### config.mk
export PLATFORM = sky130hd
export DESIGN_NAME = uart_rx_buffer
export DESIGN_NICKNAME = d
export VERILOG_FILES = /design/src/rtl/uart_rx_buffer.sv
export SDC_FILE = /design/constraint.sdc
export NUM_CORES = 1
export LEC_CHECK = 0
export CORE_MARGIN = 1
export CORE_UTILIZATION = 40
export CTS_BUF_LIST = sky130_fd_sc_hd__clkbuf_4 sky130_fd_sc_hd__clkbuf_8
export DETAILED_ROUTE_END_ITERATION = 6
export GPL_TIMING_DRIVEN = 0
export HOLD_SLACK_MARGIN = 0.06
export SKIP_CTS_REPAIR_TIMING = 1
export SYNTH_ARGS = -nofsm -noshare
export SYNTH_HDL_FRONTEND = slang
export SYNTH_SLANG_ARGS = --single-unit
### constraint.sdc
create_clock -name clk -period 2.45 [get_ports clk]
set_clock_uncertainty 0.15 [all_clocks]
set_input_delay 0.735 -clock clk [delete_from_list [all_inputs] [get_ports clk]]
set_output_delay 0.735 -clock clk [all_outputs]
set_load 0.02 [all_outputs]
### src/rtl/uart_rx_buffer.sv
// 8N1 UART receiver feeding a FIFO with a registered read port; upstream byte source for the DMA.
// Define UART_RX_PARITY_EN to receive 8E1 frames and expose the parity_err pulse.
module uart_rx_buffer #(
    parameter int CLKS_PER_BIT = 16,
    parameter int FIFO_DEPTH   = 16,
    parameter int PTR_W        = 4
) (
    input  logic             clk,
    input  logic             rstn,
    input  logic             rx,
    input  logic             re,
    output logic [7:0]       data_out,
    output logic             empty,
    output logic             full,
    output logic [PTR_W:0]   count,
    output logic             frame_err,
    output logic             overrun
`ifdef UART_RX_PARITY_EN
    ,
    output logic             parity_err
`endif
);

    localparam int                BAUD_W  = $clog2(CLKS_PER_BIT);
    localparam logic [BAUD_W-1:0] HALF_M1 = BAUD_W'(CLKS_PER_BIT / 2 - 1);
    localparam logic [BAUD_W-1:0] FULL_M1 = BAUD_W'(CLKS_PER_BIT - 1);
    localparam logic [PTR_W:0]    DEPTH_C = (PTR_W + 1)'(FIFO_DEPTH);

    typedef enum logic [2:0] {
        S_IDLE   = 3'd0,
        S_START  = 3'd1,
        S_DATA   = 3'd2,
        S_PARITY = 3'd3,
        S_STOP   = 3'd4
    } state_t;

    state_t             r_state;
    state_t             w_state_nxt;

    logic               r_sync_a;
    logic               r_rx_s;
    logic [BAUD_W-1:0]  r_baud;
    logic [2:0]         r_bit_cnt;
    logic [7:0]         r_shift;

    logic [7:0]         r_mem [FIFO_DEPTH];
    logic [PTR_W-1:0]   r_wr_ptr;
    logic [PTR_W-1:0]   r_rd_ptr;
    logic [PTR_W:0]     r_count;
    logic [7:0]         r_data_out;
    logic               r_frame_err;
    logic               r_overrun;

    logic               w_half_tick;
    logic               w_bit_tick;
    logic               w_last_bit;
    logic               w_baud_clr;
    logic               w_bit_clr;
    logic               w_shift_en;
    logic               w_stop_done;
    logic               w_par_bad;
    logic               w_good;
    logic               w_pop;
    logic               w_push;
    logic               w_ovr;
    logic               w_ferr;

`ifdef UART_RX_PARITY_EN
    logic               r_par_bit;
    logic               r_parity_err;
    logic               w_par_en;
    logic               w_perr;
`endif

    // Two-flop synchroniser; idles high so reset does not look like a start bit.
    always_ff @(posedge clk or negedge rstn) begin
        if (!rstn) begin
            r_sync_a <= 1'b1;
            r_rx_s   <= 1'b1;
        end else begin
            r_sync_a <= rx;
            r_rx_s   <= r_sync_a;
        end
    end

    assign w_half_tick = (r_baud == HALF_M1);
    assign w_bit_tick  = (r_baud == FULL_M1);
    assign w_last_bit  = (r_bit_cnt == 3'd7);

    always_ff @(posedge clk or negedge rstn) begin
        if (!rstn) begin
            r_state <= S_IDLE;
        end else begin
            r_state <= w_state_nxt;
        end
    end

    always_comb begin
        w_state_nxt = r_state;
        case (r_state)
            S_IDLE:   if (!r_rx_s) w_state_nxt = S_START;
            S_START:  if (w_half_tick) w_state_nxt = r_rx_s ? S_IDLE : S_DATA;
`ifdef UART_RX_PARITY_EN
            S_DATA:   if (w_bit_tick && w_last_bit) w_state_nxt = S_PARITY;
            S_PARITY: if (w_bit_tick) w_state_nxt = S_STOP;
`else
            S_DATA:   if (w_bit_tick && w_last_bit) w_state_nxt = S_STOP;
`endif
            S_STOP:   if (w_bit_tick) w_state_nxt = S_IDLE;
            default:  w_state_nxt = S_IDLE;
        endcase
    end

    always_comb begin
        w_baud_clr  = 1'b0;
        w_bit_clr   = 1'b0;
        w_shift_en  = 1'b0;
        w_stop_done = 1'b0;
`ifdef UART_RX_PARITY_EN
        w_par_en    = 1'b0;
`endif
        case (r_state)
            S_IDLE: begin
                w_baud_clr = 1'b1;
                w_bit_clr  = 1'b1;
            end
            S_START: begin
                w_bit_clr  = 1'b1;
                w_baud_clr = w_half_tick;
            end
            S_DATA: begin
                w_baud_clr = w_bit_tick;
                w_shift_en = w_bit_tick;
            end
`ifdef UART_RX_PARITY_EN
            S_PARITY: begin
                w_baud_clr = w_bit_tick;
                w_par_en   = w_bit_tick;
            end
`endif
            S_STOP: begin
                w_baud_clr  = w_bit_tick;
                w_stop_done = w_bit_tick;
            end
            default: begin
                w_baud_clr = 1'b1;
                w_bit_clr  = 1'b1;
            end
        endcase
    end

    always_ff @(posedge clk or negedge rstn) begin
        if (!rstn) begin
            r_baud    <= '0;
            r_bit_cnt <= '0;
        end else begin
            r_baud <= w_baud_clr ? '0 : r_baud + BAUD_W'(1);
            if (w_bit_clr) begin
                r_bit_cnt <= '0;
            end else if (w_shift_en) begin
                r_bit_cnt <= r_bit_cnt + 3'd1;
            end
        end
    end

    // Data bits arrive LSB first, so shift in from the top.
    always_ff @(posedge clk) begin
        if (w_shift_en) begin
            r_shift <= {r_rx_s, r_shift[7:1]};
        end
`ifdef UART_RX_PARITY_EN
        if (w_par_en) begin
            r_par_bit <= r_rx_s;
        end
`endif
    end

`ifdef UART_RX_PARITY_EN
    assign w_par_bad = (r_par_bit != ^r_shift);
    assign w_perr    = w_stop_done && w_par_bad;
`else
    assign w_par_bad = 1'b0;
`endif

    // A pop in the same cycle frees the head slot, so a full FIFO can still accept the byte.
    assign w_pop  = re && !empty;
    assign w_good = w_stop_done && !w_par_bad && r_rx_s;
    assign w_push = w_good && (!full || w_pop);
    assign w_ovr  = w_good && full && !w_pop;
    assign w_ferr = w_stop_done && !w_par_bad && !r_rx_s;

    always_ff @(posedge clk) begin
        if (w_push) begin
            r_mem[r_wr_ptr] <= r_shift;
        end
    end

    always_ff @(posedge clk or negedge rstn) begin
        if (!rstn) begin
            r_wr_ptr   <= '0;
            r_rd_ptr   <= '0;
            r_count    <= '0;
            r_data_out <= '0;
        end else begin
            if (w_push) begin
                r_wr_ptr <= r_wr_ptr + PTR_W'(1);
            end
            if (w_pop) begin
                r_rd_ptr   <= r_rd_ptr + PTR_W'(1);
                r_data_out <= r_mem[r_rd_ptr];
            end
            case ({w_push, w_pop})
                2'b10:   r_count <= r_count + (PTR_W + 1)'(1);
                2'b01:   r_count <= r_count - (PTR_W + 1)'(1);
                default: r_count <= r_count;
            endcase
        end
    end

    always_ff @(posedge clk or negedge rstn) begin
        if (!rstn) begin
            r_frame_err  <= 1'b0;
            r_overrun    <= 1'b0;
`ifdef UART_RX_PARITY_EN
            r_parity_err <= 1'b0;
`endif
        end else begin
            r_frame_err  <= w_ferr;
            r_overrun    <= w_ovr;
`ifdef UART_RX_PARITY_EN
            r_parity_err <= w_perr;
`endif
        end
    end

    assign data_out  = r_data_out;
    assign count     = r_count;
    assign empty     = (r_count == '0);
    assign full      = (r_count == DEPTH_C);
    assign frame_err = r_frame_err;
    assign overrun   = r_overrun;
`ifdef UART_RX_PARITY_EN
    assign parity_err = r_parity_err;
`endif

endmodule

==> results of run 1 <==
==> registers in the layout, indices dropped and copies added (netlist names) <==
name	flops
r_rd_ptr	4
r_mem	128
r_sync_a	1
r_bit_cnt	3
r_shift	8
count	5
r_rx_s	1
overrun	1
r_state	3
data_out	8
r_wr_ptr	4
r_baud	4
frame_err	1
==> path summary, 6_finish.rpt <==
check                         start        to  cells past startpoint
max                        count[0]  count[4]                      9
min                        r_sync_a    r_rx_s                      0
max reg2reg                count[0]  count[4]                      9
min reg2reg                r_sync_a    r_rx_s                      0
max in group asynchronous      rstn  count[2]                      1
min in group asynchronous      rstn  count[0]                      1
==> cell type report <==
type	count	area share [%]
sequential	171	61.0
buffer	15	0.907
inverter	13	0.631
clock buffer	23	3.51
multi-input combinational	182	24.7
clock inverter	9	0.892
tap	220	3.38
timing repair buffer	40	4.92
==> cell families after synthesis <==
kind of cell	after synthesis	share of synthesized area [%]
buffers and inverters	28	1.75
multiplexers	46	12.9
flip-flops	171	71.7
AO/OA/AOI/OAI	33	3.62
adder cells (fa/ha/maj)	12	2.28
AND/OR/NAND/NOR	78	6.02
XOR/XNOR	13	1.65
==> cells in the mapped netlist, types with 2 or more instances <==
| library cell | number | area, sq um |
|---|---|---|
| a21oi_1 | 6 | 30.0 |
| and2_1 | 8 | 50.1 |
| and2b_2 | 2 | 17.5 |
| buf_1 | 2 | 7.51 |
| buf_2 | 7 | 35.0 |
| buf_4 | 2 | 15.0 |
| clkbuf_1 | 4 | 15.0 |
| dfrtp_1 | 33 | 826 |
| dfstp_2 | 2 | 52.6 |
| edfxtp_1 | 136 | 4080 |
| ha_1 | 11 | 138 |
| inv_1 | 13 | 48.8 |
| mux2_4 | 2 | 30.0 |
| mux2i_1 | 10 | 100 |
| mux4_2 | 33 | 743 |
| nand2_1 | 26 | 97.6 |
| nand2b_1 | 2 | 12.5 |
| nand3_1 | 2 | 10.0 |
| nand4_1 | 2 | 12.5 |
| nor2_1 | 15 | 56.3 |
| nor3_1 | 4 | 20.0 |
| nor3b_1 | 3 | 22.5 |
| nor4_1 | 5 | 31.3 |
| o21ai_0 | 8 | 40.0 |
| o221ai_1 | 7 | 61.3 |
| xnor2_1 | 11 | 96.3 |
| xor2_1 | 2 | 17.5 |
==> critical path: stages (launching register included) <==
cell      delay [ns]
dfrtp_2         0.45
or4_4           0.57
o21a_4          0.23
nand2b_4        0.10
inv_4           0.06
ha_4            0.22
a21o_1          0.17
a21oi_2         0.21
mux2i_4         0.25
xor2_1          0.16
==> per-layer routing <==
| layer | GRT usage (%) | up-vias | share of wire (%) |
|---|---|---|---|
| li1 | - | 1597 | - |
| met1 | 21.9 | 1809 | 45 |
| met2 | 25.5 | 72 | 50 |
| met3 | 2.74 | 16 | 3.5 |
| met4 | 6.06 | 0 | 1.6 |
| met5 | 0 | - | 0 |
==> power by group through the flow <==
stage               sequential (W)  clock, W  combinational (W)
global route               0.00373   0.00195            0.00281
detailed placement         0.00374         0            0.00246
finish                     0.00369   0.00181            0.00256
global placement           0.00372         0            0.00241
floorplan                  0.00379         0            0.00161
CTS                        0.00368   0.00185            0.00246
==> stage by stage <==
| stage | cells | utilization, % |
|---|---|---|
| final | 673 | 48.5 |
| after detailed placement | 624 | 44.5 |
| after floorplan | 381 | - |
| after global routing | 673 | 48.5 |
| after global placement | 621 | 44.3 |
| after CTS | 656 | 46.7 |
==> metrics, run 1 <==
switching share of power 30.5%; Clk pwr share 22.5%; global-route wire length before repair 20400 um; Clock Latency Late Sink 0.45 ns; Via density 5.19; Core ar. 16800 sq um; failing checks setup timing; Reg area 4970 sq um; Routed WL per cell 19.7 um; Main synth FF type edfxtp_1; hpwl dp 8610 um; Combinational Power Share 31.8%; number of buffers created by CTS 17; final hold viol count 0; DR pass1 iterations 4; # setup viols final 5; RSZ-0062 raised after global routing true; final worst path period need 2.65 ns; Max-cap violations 0; Final WS setup -0.201 ns; Synthesized Nets 397; Worst EP arrival 2.87 ns; fin area 8140 sq um; Chip Width 134 um; Yosys reg bits 171; Core Rows 47; total track usage 15.9%; TritonCTS clock tree done; gpl congestion 0.788; leak pwr 2.84 nW; WS Path Type reg -> reg; WL final 13300 um; pre-CTS setup slack -0.842 ns; number of I/O port buffers 20; Area Growth Syn to Fin 17.6%; mapped cell area 6920 sq um; Worst-Margin Slew 1.02 ns; Slew Limit Fails 0; power per cell area 991 nW/um^2; diode count 0; Initial Utilization 41.3%; die area 17800 sq um; Power, Total 0.00806 W; Post-Place Cell Area 7460 sq um; # IOs 21; Post-synth EDFFs 136; DRT antenna net count 0; outcome finished with violations; worst-path maximum fanout 5; worst relative slew slack 31.2%; grt total ovfl 0; total number of vias 3494; CTS Buffer Depth 2; asr flop ratio synth 20.5%; share of post-route cells with drive strength above 1 32.2%; commonest cells after routing, fill and taps aside edfxtp_1, mux4_2, dfrtp_1; Final Cycle Share 108%; library cells used by synthesis 50; CTS H-tree depth 4; Avg Inst Size Synth 18.2 sq um; setup_tns -0.582 ns; sequential area share after synthesis 71.7%; Cells after Synth 381; die height 134 um; Crit. End Element flip-flop; CP required 2.67 ns; Synth warnings 0; Worst VDD drop 407 uV; CTS root buf clkbuf_8; Filler Cells Inserted 1415; Flop pwr share 45.8%; net switching power 0.00246 W; clk sink count 171; Final #Nets 456; drc violations 0; internal power 0.00560 W; clk slew on worst S/H paths 0.09 ns; vias in the first global route 3560; Hold WC Path Type reg -> reg; Startpoint Class flip-flop; fmax 377 MHz; pin count of the biggest net entering global routing 36; Min Hold Slack 0.208 ns; drt initial violations 259; initial antenna violation count 0; flop2flop setup slack -0.20 ns; area of the multi-input gates 2010 sq um; commonest non-fill, non-tap cell in the layout edfxtp_1
(Power assumes the default switching activity.)
==> run 2, diff against run 1 <==
--- a/config.mk
+++ b/config.mk
@@ -10,7 +10,7 @@
 export CTS_BUF_LIST = sky130_fd_sc_hd__clkbuf_4 sky130_fd_sc_hd__clkbuf_8
 export DETAILED_ROUTE_END_ITERATION = 6
 export GPL_TIMING_DRIVEN = 0
-export HOLD_SLACK_MARGIN = 0.06
+export HOLD_SLACK_MARGIN = 0.1
 export SKIP_CTS_REPAIR_TIMING = 1
 export SYNTH_ARGS = -nofsm -noshare
 export SYNTH_HDL_FRONTEND = slang
==> results of run 2 <==
The final DEF is identical to that of run 1; final timing and power are the same.
==> run 3, diff against run 2 <==
--- a/config.mk
+++ b/config.mk
@@ -5,10 +5,12 @@
 export SDC_FILE = /design/constraint.sdc
 export NUM_CORES = 1
 export LEC_CHECK = 0
+export CAP_MARGIN = 20
 export CORE_MARGIN = 1
 export CORE_UTILIZATION = 40
 export CTS_BUF_LIST = sky130_fd_sc_hd__clkbuf_4 sky130_fd_sc_hd__clkbuf_8
 export DETAILED_ROUTE_END_ITERATION = 6
+export GPL_ROUTABILITY_DRIVEN = 0
 export GPL_TIMING_DRIVEN = 0
 export HOLD_SLACK_MARGIN = 0.1
 export SKIP_CTS_REPAIR_TIMING = 1
==> metrics, run 3 (synthesis gave the netlist of run 1 again) <==
Final WS setup -0.204 ns (-0.00311 ns); Final Cycle Share 108% (+0.13 points); failing checks setup timing; fmax 377 MHz (-0.12%); share of post-route cells with drive strength above 1 32.4% (+0.15 points); net switching power 0.00246 W (+0.10%); drt initial violations 250 (-3.5%); Worst Hold End r_rx_s; Chip Width 134 um (unchanged); die area 17800 sq um (unchanged); Slew Limit Fails 0 (unchanged); TritonCTS clock tree done; Hold Path Origin r_sync_a; total track usage 15.9% (unchanged); # IOs 21 (unchanged); Worst EP arrival 2.87 ns (about the same); clk sink count 171 (unchanged); DRT antenna net count 0 (unchanged); Max-cap violations 0 (unchanged); number of I/O port buffers 20 (unchanged); Final Non-Filler Cells 674 (+0.15%); critical path, cell by cell or4_4 -> o21a_4 -> nand2b_4 -> inv_4 -> ha_4 -> a21o_1 -> a21oi_2 -> mux2i_4 -> xor2_1; drc violations 0 (unchanged); Core ar. 16800 sq um (unchanged); die height 134 um (unchanged); worst relative slew slack 32.9% (+1.7 points); Initial Utilization 41.3% (unchanged); DR pass1 iterations 4 (unchanged); commonest cells after routing, fill and taps aside edfxtp_1, mux4_2, dfrtp_1; CP required 2.66 ns (about the same); vias in the first global route 3560 (unchanged); CTS Buffer Depth 2 (unchanged); RSZ-0062 raised after global routing true; Worst path slowest cell or4_4; grt total ovfl 0 (unchanged); internal power 0.00560 W (about the same); Filler Cells Inserted 1415 (unchanged); Core Rows 47 (unchanged); Clk pwr share 22.4% (about the same); Final #Nets 457 (+0.22%); initial antenna violation count 0 (unchanged); clk slew on worst S/H paths 0.09 ns (about the same); CTS H-tree depth 4 (unchanged); commonest non-fill, non-tap cell in the layout edfxtp_1; Clock Latency Late Sink 0.45 ns (about the same); Startpoint Class flip-flop; Worst-Margin Slew 0.999 ns (-0.0252 ns); global-route wire length before repair 20400 um (unchanged); Crit. End Element flip-flop; WS Path Type reg -> reg; # setup viols final 5 (unchanged); FF-to-FF Start count[0]; Worst VDD drop 408 uV (+0.22%); power per cell area 990 nW/um^2 (about the same); worst-path maximum fanout 5 (unchanged); diode count 0 (unchanged); CTS root buf clkbuf_8; pin count of the biggest net entering global routing 36 (unchanged); hpwl dp 8610 um (unchanged); Largest register FFs 128 (unchanged); leak pwr 2.84 nW (+0.19%); Via density 5.17 (-0.35%); outcome finished with violations; cell count after placement 624 (unchanged); worst-case reg-to-reg path depth 9 (unchanged); Combinational Power Share 31.8% (about the same); final hold viol count 0 (unchanged); pre-CTS setup slack -0.842 ns (unchanged); hold depth 0 (unchanged); flop2flop setup slack -0.20 ns (about the same); number of buffers created by CTS 17 (unchanged); largest register by flop count r_mem; Worst R2R End count[4]; WL final 13300 um (+0.21%); Routed WL per cell 19.8 um (about the same); final core occ 48.6% (about the same); Flop pwr share 45.7% (about the same); CP peak stage delay 0.57 ns (about the same); Hold WC Path Type reg -> reg; Area Growth Syn to Fin 17.7% (about the same); Min Hold Slack 0.208 ns (-0.0000120 ns); switching share of power 30.6% (about the same); final worst path period need 2.65 ns (+0.00311 ns); total number of vias 3487 (-0.20%)
## run 3: worst max path at each step
stage / start / endpoint / slack, ns / cells after the start
global placement: re / r_mem[0][7] / -1.38 / 3
detailed placement: re / r_mem[15][0] / -0.84 / 4
floorplan: count[1] / count[4] / -0.17 / 9
finish: count[0] / count[4] / -0.20 / 9
global route: count[0] / count[4] / -0.28 / 9
CTS: count[1] / empty / -0.67 / 3
## run 3: routing by layer
layer	global-route usage (%)	wire, um	vias up
li1	-	-	1598
met1	21.9	6010	1813
met2	25.5	6690	60
met3	2.74	404	16
met4	6.06	209	0
met5	0	0	-
## run 3: power groups by stage
stage	sequential, W	clock (W)	combinational [W]
after detailed placement	0.00374	0	0.00246
final	0.00369	0.00181	0.00257
after CTS	0.00368	0.00185	0.00246
after floorplan	0.00379	0	0.00161
after global routing	0.00373	0.00195	0.00281
after global placement	0.00372	0	0.00241
## run 3: through the flow
step | instance area (sq um) | power [W] | TNS [ns]
floorplan | 6950 | 0.00540 | -3.95
global placement | 7430 | 0.00612 | -118.96
detailed placement | 7460 | 0.00620 | -91.24
CTS | 7820 | 0.00799 | -59.50
global route | 8140 | 0.00849 | -1.04
finish | 8140 | 0.00806 | -0.576
## run 3: final cells by class
cell class / instances / area, sq um / share of cell area [%]
inverters: 13 / 51.3 / 0.630
multi-input cells: 182 / 2010 / 24.7
plain buffers: 15 / 73.8 / 0.907
clock inverters: 9 / 72.6 / 0.891
flip-flops and latches: 171 / 4970 / 61.0
clock buffers: 23 / 285 / 3.50
well taps: 220 / 275 / 3.38
repair buffers: 41 / 408 / 5.01
## run 3: worst max-delay path, delay by kind of cell (launching register included)
family                   cells  cell delay (ns)
multiplexers                 1             0.25
adder cells (fa/ha/maj)      1             0.22
XOR/XNOR                     1             0.16
flip-flops                   1             0.44
AO/OA/AOI/OAI                3             0.62
AND/OR/NAND/NOR              2             0.68
buffers and inverters        1             0.06
